--- config.mk ---
export PLATFORM = sky130hd
export DESIGN_NAME = wiz_bus_cycle
export DESIGN_NICKNAME = d
export VERILOG_FILES = /design/src/rtl/wiz_bus_cycle.sv
export SDC_FILE = /design/constraint.sdc
export NUM_CORES = 1
export LEC_CHECK = 0
export ABC_CLOCK_PERIOD_IN_PS = 1900
export BUFFER_PORTS_ARGS = -buffer_cell sky130_fd_sc_hd__buf_2
export CORE_MARGIN = 2
export CORE_UTILIZATION = 54
export CTS_BUF_LIST = sky130_fd_sc_hd__clkbuf_16
export DETAILED_ROUTE_END_ITERATION = 16
export MAX_ROUTING_LAYER = met4
export PLACE_DENSITY = 0.8
export SYNTH_ARGS = -nofsm -noshare
export SYNTH_HDL_FRONTEND = slang
export SYNTH_SLANG_ARGS = --single-unit
--- constraint.sdc ---
create_clock -name clk -period 1.9 [get_ports clk]
set_input_delay 0.19 -clock clk [delete_from_list [all_inputs] [get_ports clk]]
set_output_delay 0.19 -clock clk [all_outputs]
set_load 0.005 [all_outputs]
--- src/rtl/wiz_bus_cycle.sv ---
// Bus-cycle engine between the QL expansion-bus decoder and the W5300: syncs the
// 68008 strobes, sequences CS/RD/WR with programmable timing and requests DTACK.
module wiz_bus_cycle #(
    parameter int SETUP_CYC  = 1,
    parameter int STROBE_CYC = 4,
    parameter int HOLD_CYC   = 1
) (
    input  logic clk,
    input  logic rst,
    input  logic wizsel,
    input  logic dsl,
    input  logic rdwl,
    output logic wizcsl,
    output logic wizrdl,
    output logic wizwrl,
    output logic dtack_req,
    output logic busy,
    output logic abort
);

    if (SETUP_CYC < 1 || SETUP_CYC > 15 || STROBE_CYC < 1 || STROBE_CYC > 15 ||
        HOLD_CYC < 1 || HOLD_CYC > 15) begin : g_bad_param
        $error("wiz_bus_cycle: cycle parameters must lie in 1..15");
    end

    localparam logic [3:0] SETUP_LAST  = 4'(SETUP_CYC - 1);
    localparam logic [3:0] STROBE_LAST = 4'(STROBE_CYC - 1);
    localparam logic [3:0] HOLD_LAST   = 4'(HOLD_CYC - 1);

    typedef enum logic [2:0] {IDLE, SETUP, STROBE, ACK, HOLD} state_t;

    state_t     state, state_nxt;
    logic [3:0] cnt, cnt_nxt;
    logic       rd_lat, rd_lat_nxt;
    logic       armed, start, abort_nxt;
    logic       dsl_m, dsl_s, sel_m, sel_s, rd_m, rd_s;
    logic [1:0] sync_vld;
    logic       csl_nxt, rdl_nxt, wrl_nxt, dtack_nxt, busy_nxt;

    // sync_vld keeps the reset value of dsl_s from arming a cycle: a DS that is
    // already low when reset drops must be seen high once before it counts.
    always_ff @(posedge clk) begin
        if (rst) begin
            dsl_m    <= 1'b1;
            dsl_s    <= 1'b1;
            sel_m    <= 1'b0;
            sel_s    <= 1'b0;
            rd_m     <= 1'b1;
            rd_s     <= 1'b1;
            sync_vld <= '0;
        end else begin
            dsl_m    <= dsl;
            dsl_s    <= dsl_m;
            sel_m    <= wizsel;
            sel_s    <= sel_m;
            rd_m     <= rdwl;
            rd_s     <= rd_m;
            sync_vld <= {sync_vld[0], 1'b1};
        end
    end

    always_ff @(posedge clk) begin
        if (rst) begin
            state     <= IDLE;
            cnt       <= '0;
            rd_lat    <= 1'b1;
            armed     <= 1'b0;
            wizcsl    <= 1'b1;
            wizrdl    <= 1'b1;
            wizwrl    <= 1'b1;
            dtack_req <= 1'b0;
            busy      <= 1'b0;
            abort     <= 1'b0;
        end else begin
            state     <= state_nxt;
            cnt       <= cnt_nxt;
            rd_lat    <= rd_lat_nxt;
            if (start)
                armed <= 1'b0;
            else if (sync_vld[1] && dsl_s)
                armed <= 1'b1;
            wizcsl    <= ~csl_nxt;
            wizrdl    <= ~rdl_nxt;
            wizwrl    <= ~wrl_nxt;
            dtack_req <= dtack_nxt;
            busy      <= busy_nxt;
            abort     <= abort_nxt;
        end
    end

    always_comb begin
        state_nxt  = state;
        cnt_nxt    = cnt;
        rd_lat_nxt = rd_lat;
        start      = 1'b0;
        abort_nxt  = 1'b0;
        case (state)
            IDLE: begin
                if (armed && sel_s && !dsl_s) begin
                    state_nxt  = SETUP;
                    rd_lat_nxt = rd_s;
                    cnt_nxt    = '0;
                    start      = 1'b1;
                end
            end
            SETUP: begin
                // DS release beats counter expiry so DTACK is never raised late
                if (dsl_s) begin
                    state_nxt = HOLD;
                    cnt_nxt   = '0;
                    abort_nxt = 1'b1;
                end else if (cnt == SETUP_LAST) begin
                    state_nxt = STROBE;
                    cnt_nxt   = '0;
                end else begin
                    cnt_nxt = cnt + 4'd1;
                end
            end
            STROBE: begin
                if (dsl_s) begin
                    state_nxt = HOLD;
                    cnt_nxt   = '0;
                    abort_nxt = 1'b1;
                end else if (cnt == STROBE_LAST) begin
                    state_nxt = ACK;
                    cnt_nxt   = '0;
                end else begin
                    cnt_nxt = cnt + 4'd1;
                end
            end
            ACK: begin
                if (dsl_s) begin
                    state_nxt = HOLD;
                    cnt_nxt   = '0;
                end
            end
            HOLD: begin
                if (cnt == HOLD_LAST) begin
                    state_nxt = IDLE;
                    cnt_nxt   = '0;
                end else begin
                    cnt_nxt = cnt + 4'd1;
                end
            end
            default: begin
                state_nxt = IDLE;
                cnt_nxt   = '0;
            end
        endcase
    end

    // Outputs are decoded from the next state so every strobe leaves a flop.
    // Writes end on entry to ACK: the W5300 latches data on the rising WR edge.
    always_comb begin
        csl_nxt   = (state_nxt != IDLE);
        busy_nxt  = (state_nxt != IDLE);
        rdl_nxt   = rd_lat_nxt && (state_nxt == STROBE || state_nxt == ACK);
        wrl_nxt   = !rd_lat_nxt && (state_nxt == STROBE);
        dtack_nxt = (state_nxt == ACK);
    end

endmodule

After elaboration in Yosys (flattened, before gate mapping)
Index checks and enable logic that the tools add are counted. W data, S select, Z words.

$add $sub $neg: 1. Multiply operators: 0. Div/mod/pow operators: 0. Magnitude comparators: 0. Equal/unequal tests: 9. Shift-type cells: 0. Multiplexer cells: 21. Bitwise logic cells: 4. Reductions and logical operators: 15.

Operator list (count): $mux W4 (6); $mux W3 (7); $pmux W4 S5 (1); $pmux W3 S5 (1); $eq A3 B2 Y1 const B (4); $mux W1 (6); $reduce_or A2 Y1 (3); $logic_and A1 B1 Y1 (5); $add A4 B1 Y4 const B (1); $eq A4 B2 Y1 const B (1); $logic_not A4 Y1 (1); $ne A2 B2 Y1 const B (2); $not A1 Y1 (4); $eq A3 B1 Y1 const B (1); $eq A3 B3 Y1 const B (1); $logic_not A3 Y1 (1); $reduce_bool A3 Y1 (1); $logic_not A1 Y1 (2); $reduce_and A2 Y1 (1); $logic_or A1 B1 Y1 (1).

Register bits: 23. Bits in latches: 0. Bits in writable memories: 0. ROM bits: 0. Input bits: 5. Output and inout port bits: 6. Memories kept: 0.

Longest topological paths before layout
Depth after elaboration: 8. Mapped depth: 6. Gate-level depth less buffers: 6.

Worst setup path after synthesis
OpenSTA, ideal clock, no wires.

Path kind: reg-to-reg. Start point: register cnt[0]. End point: register busy. Library setup time: 0.127 ns. Arrival: 1.539 ns. Required time: 1.773 ns. Path slack: 0.234 ns. Cell stages (with the launch flop): 7. Buffers on the path: 0. Clock period less this slack: 1.666 ns. Cells stage by stage: dfxtp_1 -> inv_1 -> ha_1 -> or3b_4 -> a32oi_2 -> a211oi_2 -> or3_1.

Word-level cells in the longest chain between the ends: 5.

RTL lines: from (decl) (RTL line 33) `logic [3:0] cnt, cnt_nxt;`; from (signal assigned) (RTL line 76) `cnt <= cnt_nxt;`; $eq A4 B2 Y1 / $logic_not A4 Y1 (equally long branches) (RTL line 124, 112, 138); $mux W3, on equally long branches (RTL line 124, 112); $mux W3, on equally long branches (RTL line 120, 108); $pmux W3 S5 (*) (RTL line 97) `case (state)`; $reduce_bool A3 Y1 (*) (RTL line 156) `busy_nxt = (state_nxt != IDLE);`; to (signal assigned) (RTL line 86) `busy <= busy_nxt;`; to (decl) (RTL line 17) `output logic busy,`.

Every way passes the cells marked *; elsewhere a longest branch is shown, timed or not. A chain may end at the register's enable or synchronous reset.

Worst setup path after layout
Ends and elaborated chain as after synthesis.

==> results.ini <==
[clock_network]
cts_root_buf = clkbuf_16
postCtsResizedCells = 0
postCtsHoldBufs = 0
cts_buffers = 3
insertion_delay_ns = 0.25
cts_tree = done
cts_sinks = 23
clkTransAtPathRegs_ns = 0.06
cts_setup_buffers = 0
cts_buffer_depth = 2
htreeDepth = 1

[timing]
fin_crit_sh = 0.937
slew_viol_final = 0
fmax_mhz = 562
hold_ws_ns = 0.112
final.setup.tns_ns = 0
rsz0062_at_grt = false
hold_viol = 0
slew_headroom = 0.719
final-setup-viol-count = 0
worst_pin_slew_ns = 0.421
period_minus_slack_ns = 1.78
fin_skew_ns = 0.00147

[yosys]
synth_area_sq_um = 908
syn_nets = 98
synthTopCellsByCount = dfxtp_1, nor2b_1, nor2_1
ys_seq_area_frac = 0.507
synth.top_cell.area_share = 0.507
ys_top_cells_by_area = dfxtp_1, nor2b_1, ha_1
synthArstFlopShare = 0
synth_edf_count = 0
syn_inst = 91
synth_flop_cell = dfxtp_1
yosysTopAreaCell = dfxtp_1
synth_warnings = 0
synth_area_per_cell_sq_um = 9.98
yosys_register_bits = 23
yosysMostFrequentCell = dfxtp_1
yosysUniqueCellTypes = 40

[place]
hpwl_mm = 1.14
numPortBuffers = 10
gp_congestion = 0.880

[route]
first_iter_violations = 20
dr_wl_met2_microns = 791
met3WireLength_microns = 78
highest_layer = met4
drt_pass1_iterations = 4
ant_nets = 0
drc = 0
wl_mm = 1.62
via_count = 689
m1WireLength_microns = 714
routedWlPerCell_microns = 13.8
routed_via_density = 5.89

[critical_path]
crit_type = flop to flop
worstPathRequired_ns = 2.04
critPathLaunchType = flop
reg2reg_depth = 6
endpoint_kind = flop
cp_max_fo = 5
arrival_ns = 1.92

[min_path]
min_path_type = input port to flop
hold_depth = 2

[finish]
fin_nets = 109
largest_reg_flops = 4
largest_register = cnt
syn2layout_area_growth_pct = 14.6
largestRegisters = cnt (4), state (3), sync_vld (2)
diodes = 0
drive_gt1_frac = 0.228

[pwr]
total_power_w = 0.000966
power_density_mw_per_mm2 = 928
peakVddDrop_v = 0.000686
leakage_nw = 0.398

[die]
die_h_microns = 45.0
dieArea_sq_mm = 0.00203
fp.coreArea_sq_mm = 0.00154
initial_core_util = 0.589
io_pins = 11
die_x_microns = 45.0
rows = 14

[global_route]
antenna_found_initial = 0
grt_pass1_wl_mm = 2.82
grt.overflow.total = 0
grt_max_degree = 19
grt_usage = 0.204
grt_pass1_vias = 658

[job]
maxCapViolations = 0

[status]
status = finished, final reports clean

where the power goes:
| part | leakage [nW] | switching, W | internal, W |
|---|---|---|---|
| logic | 0.169 | 0.0000112 | 0.0000105 |
| registers | 0.188 | 0.00000589 | 0.000492 |
| clock network | 0.0409 | 0.000163 | 0.000283 |
per-layer routing:
| metal | track usage | up-vias |
|---|---|---|
| met1 | 0.247 | 319 |
| met3 | 0.0520 | 5 |
| met2 | 0.306 | 25 |
| met4 | 0.118 | 0 |
| met5 | - | - |
| li1 | - | 340 |
kinds of logic (layout without fill, tap and decap cells):
group | Yosys count | count (layout) | share of synthesized area
AO/OA/AOI/OAI | 17 | 17 | 0.143
buffers and inverters | 8 | 18 | 0.0358
multiplexers | 1 | 1 | 0.0110
XOR/XNOR | 1 | 1 | 0.00964
AND/OR/NAND/NOR | 39 | 39 | 0.266
adder cells (fa/ha/maj) | 2 | 2 | 0.0275
flip-flops | 23 | 23 | 0.507
stage by stage:
step,utilization,setup slack [ns],instance area [sq um],instances
after floorplan,-,0.234,908,91
after global placement,0.623,0.189,961,113
after detailed placement,0.623,0.131,961,113
after CTS,0.675,0.111,1040,117
after global routing,0.675,0.0241,1040,117
final,0.675,0.120,1040,117
critical path, cell delays in order, from the launching register on:
cell      delay, ns
dfxtp_1        0.34
inv_1          0.08
ha_1           0.16
or3b_4         0.40
a32oi_2        0.20
a211oi_2       0.11
or3_1          0.37
area by class of cell:
class | instances | area [sq um]
Multi-Input combinational cell | 60 | 415
Clock buffer | 3 | 75.1
Sequential cell | 23 | 460
Fill cell | 130 | 500
Inverter | 4 | 15.0
Clock inverter | 1 | 5.00
Timing Repair Buffer | 10 | 50.0
Tap cell | 16 | 20.0
final timing paths:
kind / start / endpoint / slack (ns)
worst max register to register: cnt[0] / busy / 0.12
worst min-delay path: dsl / dsl_m / 0.11
worst min register to register: rd_m / rd_s / 0.42
worst max-delay path: cnt[0] / busy / 0.12
placed cells by master, fill, tap and decap left out, types with 3 or more instances in the layout:
master,synthesis,routed
buf_2,1,10
nor2_1,5,5
nor2b_1,6,6
dfxtp_1,23,23
nand2_1,4,4
inv_1,4,4
nand3_1,3,3
nor3_1,3,3
clkbuf_16,0,3
or2_2,4,4
No activity file was read; power rests on OpenSTA's default activity.
